**src/rtl/core_pkg.sv**
```systemverilog
// Opcode and multiply-FSM encodings shared by the decode, execute and memory-access stages.
package core_pkg;

  localparam int unsigned CTRL_W    = 4;
  localparam int unsigned REG_IDX_W = 5;

  typedef enum logic [CTRL_W-1:0] {
    OP_ADD   = 4'b0000,
    OP_SUB   = 4'b0001,
    OP_AND   = 4'b0010,
    OP_OR    = 4'b0011,
    OP_XOR   = 4'b0100,
    OP_SLL   = 4'b0101,
    OP_SRL   = 4'b0110,
    OP_MUL   = 4'b0111,
    OP_LOAD  = 4'b1100,
    OP_STORE = 4'b1110,
    OP_NOP   = 4'b1111
  } opcode_t;

  typedef enum logic [1:0] {
    MUL_IDLE = 2'd0,
    MUL_BUSY = 2'd1,
    MUL_DONE = 2'd2
  } mul_state_t;

  // Undefined opcodes travel down the pipe as NOP.
  function automatic logic [CTRL_W-1:0] canon_op(input logic [CTRL_W-1:0] op);
    case (op)
      OP_ADD, OP_SUB, OP_AND, OP_OR, OP_XOR, OP_SLL, OP_SRL, OP_MUL,
      OP_LOAD, OP_STORE, OP_NOP: canon_op = op;
      default:                   canon_op = OP_NOP;
    endcase
  endfunction

  function automatic logic writes_reg(input logic [CTRL_W-1:0] op);
    writes_reg = !((op == OP_STORE) || (op == OP_NOP));
  endfunction

endpackage

```
**src/rtl/ex_multiplier.sv**
```systemverilog
// Iterative shift-add multiplier: one multiplier bit per cycle, low DATA_W bits of the product.
module ex_multiplier
  import core_pkg::*;
#(
  parameter int unsigned DATA_W     = 16,
  parameter int unsigned MUL_CYCLES = 16
) (
  input  logic              clk,
  input  logic              rst,
  input  logic              start,
  input  logic              abort,
  input  logic [DATA_W-1:0] a,
  input  logic [DATA_W-1:0] b,
  output logic              busy,
  output logic              done,
  output logic [DATA_W-1:0] product
);

  localparam int unsigned CNT_W = $clog2(MUL_CYCLES + 1);

  mul_state_t        state;
  logic [CNT_W-1:0]  cnt;
  logic [DATA_W-1:0] mcand;
  logic [DATA_W-1:0] mplier;

  always_ff @(posedge clk or posedge rst) begin
    if (rst) begin
      state   <= MUL_IDLE;
      cnt     <= '0;
      mcand   <= '0;
      mplier  <= '0;
      product <= '0;
    end else begin
      case (state)
        MUL_IDLE: begin
          if (start) begin
            mcand   <= a;
            mplier  <= b;
            product <= '0;
            cnt     <= '0;
            state   <= MUL_BUSY;
          end
        end
        MUL_BUSY: begin
          if (abort) begin
            state <= MUL_IDLE;
          end else begin
            if (mplier[0]) product <= product + mcand;
            mcand  <= mcand << 1;
            mplier <= mplier >> 1;
            cnt    <= cnt + CNT_W'(1);
            if (cnt == CNT_W'(MUL_CYCLES - 1)) state <= MUL_DONE;
          end
        end
        MUL_DONE: state <= MUL_IDLE;
        default:  state <= MUL_IDLE;
      endcase
    end
  end

  assign busy = (state == MUL_BUSY);
  assign done = (state == MUL_DONE);

endmodule

```
**src/rtl/execute_stage.sv**
```systemverilog
// Execute stage: single-cycle ALU/address ops plus a stalling iterative multiply.
module execute_stage
  import core_pkg::*;
#(
  parameter int unsigned DATA_W     = 16,
  parameter int unsigned MUL_CYCLES = 16
) (
  input  logic              clk,
  input  logic              rst,
  input  logic [3:0]        CTRL_ID,
  input  logic [DATA_W-1:0] OPA_ID,
  input  logic [DATA_W-1:0] OPB_ID,
  input  logic [DATA_W-1:0] IMM_ID,
  input  logic [4:0]        DEST_REG_INDEX_ID,
  input  logic              DEST_REG_WRITE_EN_ID,
  input  logic              VALID_ID,
  input  logic              FLUSH,
  output logic [3:0]        CTRL_EX,
  output logic [DATA_W-1:0] RES_EX,
  output logic [DATA_W-1:0] REG_DATA_EX,
  output logic [4:0]        DEST_REG_INDEX_EX,
  output logic              DEST_REG_WRITE_EN_EX,
  output logic              VALID_EX,
  output logic              STALL_EX
);

  logic              mul_busy;
  logic              mul_done;
  logic              mul_start;
  logic              is_mul_c;
  logic [DATA_W-1:0] mul_product;
  logic [DATA_W-1:0] alu_res_c;
  logic [DATA_W-1:0] mul_opb;
  logic [4:0]        mul_dest;
  logic              mul_we;
  logic [3:0]        op_c;

  assign is_mul_c  = VALID_ID && (CTRL_ID == OP_MUL);
  assign mul_start = is_mul_c && !FLUSH && !mul_busy && !mul_done;
  assign STALL_EX  = mul_busy || mul_done || is_mul_c;
  assign op_c      = canon_op(CTRL_ID);

  ex_multiplier #(
    .DATA_W     (DATA_W),
    .MUL_CYCLES (MUL_CYCLES)
  ) u_mul (
    .clk     (clk),
    .rst     (rst),
    .start   (mul_start),
    .abort   (FLUSH),
    .a       (OPA_ID),
    .b       (OPB_ID),
    .busy    (mul_busy),
    .done    (mul_done),
    .product (mul_product)
  );

  // Single-cycle result; loads and stores form their address here.
  always_comb begin
    alu_res_c = '0;
    case (CTRL_ID)
      OP_ADD:            alu_res_c = OPA_ID + OPB_ID;
      OP_SUB:            alu_res_c = OPA_ID - OPB_ID;
      OP_AND:            alu_res_c = OPA_ID & OPB_ID;
      OP_OR:             alu_res_c = OPA_ID | OPB_ID;
      OP_XOR:            alu_res_c = OPA_ID ^ OPB_ID;
      OP_SLL:            alu_res_c = OPA_ID << OPB_ID[3:0];
      OP_SRL:            alu_res_c = OPA_ID >> OPB_ID[3:0];
      OP_LOAD, OP_STORE: alu_res_c = OPA_ID + IMM_ID;
      default:           alu_res_c = '0;
    endcase
  end

  // Default is a bubble; data fields hold their last value when nothing issues.
  always_ff @(posedge clk or posedge rst) begin
    if (rst) begin
      CTRL_EX              <= OP_NOP;
      RES_EX               <= '0;
      REG_DATA_EX          <= '0;
      DEST_REG_INDEX_EX    <= '0;
      DEST_REG_WRITE_EN_EX <= 1'b0;
      VALID_EX             <= 1'b0;
      mul_opb              <= '0;
      mul_dest             <= '0;
      mul_we               <= 1'b0;
    end else begin
      VALID_EX             <= 1'b0;
      DEST_REG_WRITE_EN_EX <= 1'b0;
      CTRL_EX              <= OP_NOP;
      if (mul_start) begin
        mul_opb  <= OPB_ID;
        mul_dest <= DEST_REG_INDEX_ID;
        mul_we   <= DEST_REG_WRITE_EN_ID;
      end
      if (mul_done) begin
        if (!FLUSH) begin
          VALID_EX             <= 1'b1;
          CTRL_EX              <= OP_MUL;
          RES_EX               <= mul_product;
          REG_DATA_EX          <= mul_opb;
          DEST_REG_INDEX_EX    <= mul_dest;
          DEST_REG_WRITE_EN_EX <= mul_we;
        end
      end else if (!mul_busy && VALID_ID && !FLUSH && !is_mul_c) begin
        VALID_EX             <= 1'b1;
        CTRL_EX              <= op_c;
        RES_EX               <= alu_res_c;
        REG_DATA_EX          <= OPB_ID;
        DEST_REG_INDEX_EX    <= DEST_REG_INDEX_ID;
        DEST_REG_WRITE_EN_EX <= DEST_REG_WRITE_EN_ID && writes_reg(op_c);
      end
    end
  end

endmodule
```
**config.mk**
```make
export PLATFORM = sky130hd
export DESIGN_NAME = execute_stage
export DESIGN_NICKNAME = d
export VERILOG_FILES = /design/src/rtl/core_pkg.sv /design/src/rtl/ex_multiplier.sv /design/src/rtl/execute_stage.sv
export SDC_FILE = /design/constraint.sdc
export NUM_CORES = 1
export LEC_CHECK = 0
export BUFFER_PORTS_ARGS = -buffer_cell sky130_fd_sc_hd__buf_2
export CORE_MARGIN = 5
export CORE_UTILIZATION = 40
export CTS_CLUSTER_DIAMETER = 200
export DETAILED_ROUTE_END_ITERATION = 10
export GPL_ROUTABILITY_DRIVEN = 1
export HOLD_SLACK_MARGIN = 0.1
export SYNTH_ARGS = -nofsm -noshare
export SYNTH_HDL_FRONTEND = slang
export SYNTH_HIERARCHICAL = 1
export SYNTH_SLANG_ARGS = --single-unit
```
**constraint.sdc**
```tcl
create_clock -name clk -period 3.1 [get_ports clk]
set_clock_uncertainty 0.15 [all_clocks]
set_input_delay 0.465 -clock clk [delete_from_list [all_inputs] [get_ports clk]]
set_output_delay 0.465 -clock clk [all_outputs]
set_load 0.05 [all_outputs]
```
==> impl_metrics.csv <==
group,metric,value,unit
synth,synth-edff-count,0,
clock_tree,ctsRootBufferMaster,"sky130_fd_sc_hd__clkbuf_16",
pwr,power.switching_fraction,38.6,%
sta,tightest_slew,0.948,ns
floorplan,initial_core_util,40.3,%
pwr,power_per_cell_area,529,nW/um^2
global_routing,grt_pass1_wl,54900,um
final_layout,finish.instance_area,12200,um^2
pwr,power.total,0.00644,W
placed_design,postPlaceCellArea,11400,um^2
final_layout,nNetsFinal,1438,
synth,netlist_top_cells_area,"sky130_fd_sc_hd__dfrtp_1 (30%), sky130_fd_sc_hd__ha_1 (8.9%), sky130_fd_sc_hd__nand2_1 (6.0%), sky130_fd_sc_hd__mux4_2 (4.2%), sky130_fd_sc_hd__o21ai_0 (4.1%)",
drt,routed_wirelength,35800,um
placed_design,count_of_input_and_output_buffers,105,
run,cap_violations,0,
floorplan,fp.dieArea,27500,um^2
synth,synth.avg_cell_area,8.66,um^2
synth,yosys_warnings,6,
synth,cell_area_after_synthesis,9710,um^2
final_layout,fin_util,50.5,%
synth,ffs_latches_synth,120,
sta,setup_slack,-0.0287,ns
sta,setup_viol,2,
status,violations,"setup timing",
critical_path,cp.arrival,3.28,ns
synth,yosys.area.top_type_share,29.9,%
placed_design,detailed_place_hpwl,27200,um
drt,drt-wirelength-per-cell,21.8,um
clock_tree,worst_skew_pair.late_latency,0.43,ns
sta,timing.max_slew.rel_slack,36.5,%
global_routing,largest_net_degree_at_the_start_of_global_routing,64,
critical_path,critical_path.max_fanout,7,
hold_path,hold_path_depth,2,
clock_tree,clk_transition_reported_paths,0.06,ns
drt,drt_pre_antenna_iters,5,
floorplan,die_x,166,um
clock_tree,max-clock-path-buffers,2,
drt,dr_total_vias,9631,
pwr,p_switching,0.00249,W
pwr,intPower,0.00395,W
hold_path,hold_class,"input port to register",
clock_tree,tritoncts,"built",
floorplan,fp-row-count,57,
final_layout,antenna-diode-count,0,
global_routing,antenna_found_initial,0,
pwr,power_share_of_the_sequential_group,33.4,%
synth,synth.yosys.seq_area_share,31.0,%
synth,synth_cell_types,86,
sta,hold_worst_slack,0.143,ns
synth,synth_nets,1254,
synth,ys_dominant_reg_cell,"sky130_fd_sc_hd__dfrtp_1",
critical_path,crit_type,"input port to register",
pwr,clkPwrFrac,29.7,%
sta,layout_min_cycle_time,3.13,ns
drt,drtIter0Drc,1001,
floorplan,die_height,166,um
synth,synth_top_cell_by_area,"sky130_fd_sc_hd__dfrtp_1",
drt,drc,0,
pwr,combPwrFrac,36.9,%
synth,synth-async-reset-ratio,100,%
sta,timing.final.max_slew_violations,0,
final_layout,area_growth_syn_to_layout,25.3,%
final_layout,drive_gt1_share,28.5,%
global_routing,grt_pass1_vias,9336,
synth,postSynthCellCount,1121,
sta,finalHoldViolations,0,
clock_tree,numClockSinks,120,
global_routing,grt_usage,25.3,%
global_routing,gr-total-overflow,0,
sta,min_period_over_period,101,%
pwr,largest_vdd_supply_drop,0.295,mV
critical_path,worst_setup_path_start_kind,"input port",
pwr,power.leakage,5.57,nW
floorplan,io-pin-count,106,
drt,route.detailed.vias_per_inst,5.87,
clock_tree,cts_made_buffers,17,
status,status,"finished, violations left",
critical_path,path_depth_of_the_worst_reg2reg_path,6,
placed_design,gpl.final_weighted_congestion,0.976,
sta,max_freq,320,MHz
drt,drt.antenna.violating_nets,0,
critical_path,worst_ep_required_time,3.25,ns
critical_path,worst_setup_path_end_kind,"register",
floorplan,design.core.area,24100,um^2
clock_tree,htreeDepth,4,
sta,rsz0062_at_grt,"yes",
[area by class of cell]
| type | instances | area [um^2] |
|---|---|---|
| inverters | 57 | 216 |
| fillers | 2370 | 11900 |
| clock inverters | 14 | 126 |
| flip-flops and latches | 120 | 3010 |
| clock buffers | 18 | 439 |
| multi-input cells | 875 | 6430 |
| well taps | 324 | 405 |
| repair buffers | 234 | 1540 |
[worst paths after layout]
| kind | slack [ns] | to | startpoint |
|---|---|---|---|
| setup / recovery | -0.03 | RES_EX[8] | CTRL_ID[3] |
| hold / removal | 0.14 | mul_dest[3] | DEST_REG_INDEX_ID[3] |
| max in group asynchronous | 1.58 | u_mul/mcand[12] | rst |
| hold reg to reg | 0.33 | DEST_REG_INDEX_EX[2] | DEST_REG_INDEX_EX[2] |
| min in group asynchronous | 0.31 | mul_opb[5] | rst |
| setup reg to reg | 0.32 | RES_EX[3] | u_mul/state[1] |
[power by group through the flow]
| stage | clock (W) | combinational [W] | sequential [W] |
|---|---|---|---|
| floorplan | 0 | 0.00136 | 0.00234 |
| global placement | 0 | 0.00227 | 0.00216 |
| detailed placement | 0 | 0.00230 | 0.00217 |
| CTS | 0.00194 | 0.00232 | 0.00215 |
| global route | 0.00202 | 0.00260 | 0.00219 |
| finish | 0.00191 | 0.00238 | 0.00215 |
[cell families (layout without fill, tap and decap cells)]
family	count (synthesis)	count (layout)	share of synthesized area [%]
multiplexers	82	82	11.2
AO/OA/AOI/OAI	325	325	22.9
XOR/XNOR	18	18	1.62
AND/OR/NAND/NOR	378	379	18.7
buffers and inverters	127	323	5.35
flip-flops	120	120	31.0
adder cells (fa/ha/maj)	71	71	9.31
[worst max-delay path: stages]
cell	delay [ns]
sky130_fd_sc_hd__buf_8	0.10
sky130_fd_sc_hd__or4b_4	0.63
sky130_fd_sc_hd__nand2_4	0.13
sky130_fd_sc_hd__o21ai_2	0.06
sky130_fd_sc_hd__a221o_2	0.38
sky130_fd_sc_hd__ha_4	0.26
sky130_fd_sc_hd__o211a_1	0.11
sky130_fd_sc_hd__o31a_1	0.16
sky130_fd_sc_hd__o211a_1	0.27
sky130_fd_sc_hd__or3_4	0.38
sky130_fd_sc_hd__a31oi_4	0.24
sky130_fd_sc_hd__a211oi_2	0.09
[through the flow]
step	TNS (ns)	instances	worst slack, ns
floorplan	-1.83	1121	-0.354
global placement	-4.72	1606	-0.482
detailed placement	-4.79	1606	-0.454
CTS	0	1639	0.0234
global route	-0.393	1642	-0.110
finish	-0.0548	1642	-0.0287
[metal layers]
layer | global-route usage, % | vias up | share of wire (%)
met2 | 39.8 | 417 | 46
met4 | 7.64 | 0 | 2.2
met5 | 0 | - | 0
met3 | 6.83 | 55 | 9.3
met1 | 34.4 | 4663 | 43
li1 | - | 4496 | -
[state kept, by name, summed over array words and instances (netlist names), 5 cells and up]
| signal | cells |
|---|---|
| mul_opb | 16 |
| DEST_REG_INDEX_EX | 5 |
| mul_dest | 5 |
| u_mul/mplier | 16 |
| REG_DATA_EX | 16 |
| RES_EX | 16 |
| u_mul/mcand | 16 |
| u_mul/cnt | 5 |
| u_mul/product | 16 |
[placed cells by master (no fill, tap or decap), types with 18 or more instances in the layout]
cell type                    n
sky130_fd_sc_hd__mux2_2     30
sky130_fd_sc_hd__a31oi_1    39
sky130_fd_sc_hd__ha_1       64
sky130_fd_sc_hd__mux2i_1    34
sky130_fd_sc_hd__nor3_1     18
sky130_fd_sc_hd__inv_1      51
sky130_fd_sc_hd__buf_4     126
sky130_fd_sc_hd__nand3_1    21
sky130_fd_sc_hd__mux4_2     18
sky130_fd_sc_hd__a21oi_1    45
sky130_fd_sc_hd__nor2_1     94
sky130_fd_sc_hd__o211ai_1   22
sky130_fd_sc_hd__and3_1     21
sky130_fd_sc_hd__nand2_1   156
sky130_fd_sc_hd__o21ai_0    72
sky130_fd_sc_hd__buf_2     102
sky130_fd_sc_hd__dfrtp_1   116
[synthesized netlist by cell type (all sizes together), types with 14 or more instances]
cell type,number
nor2b,14
nand3,21
a211oi,17
a21o,16
mux4,18
and3,22
clkbuf,39
nor2,95
mux2,30
buf,31
a21oi,54
inv,56
dfrtp,116
ha,69
a31oi,41
mux2i,34
nor3,19
nand2,157
o21ai,82
o211ai,23
[what timing repair did]
action,CTS,global route
setup buffers,0,2
hold buffers,1,0
endpoints found under the hold margin,70,0
endpoints found under the setup margin,1,12
gates resized for setup,1,32
pin swaps,0,22
cloned,0,1
Note: power is estimated with default switching activity, not from simulation.
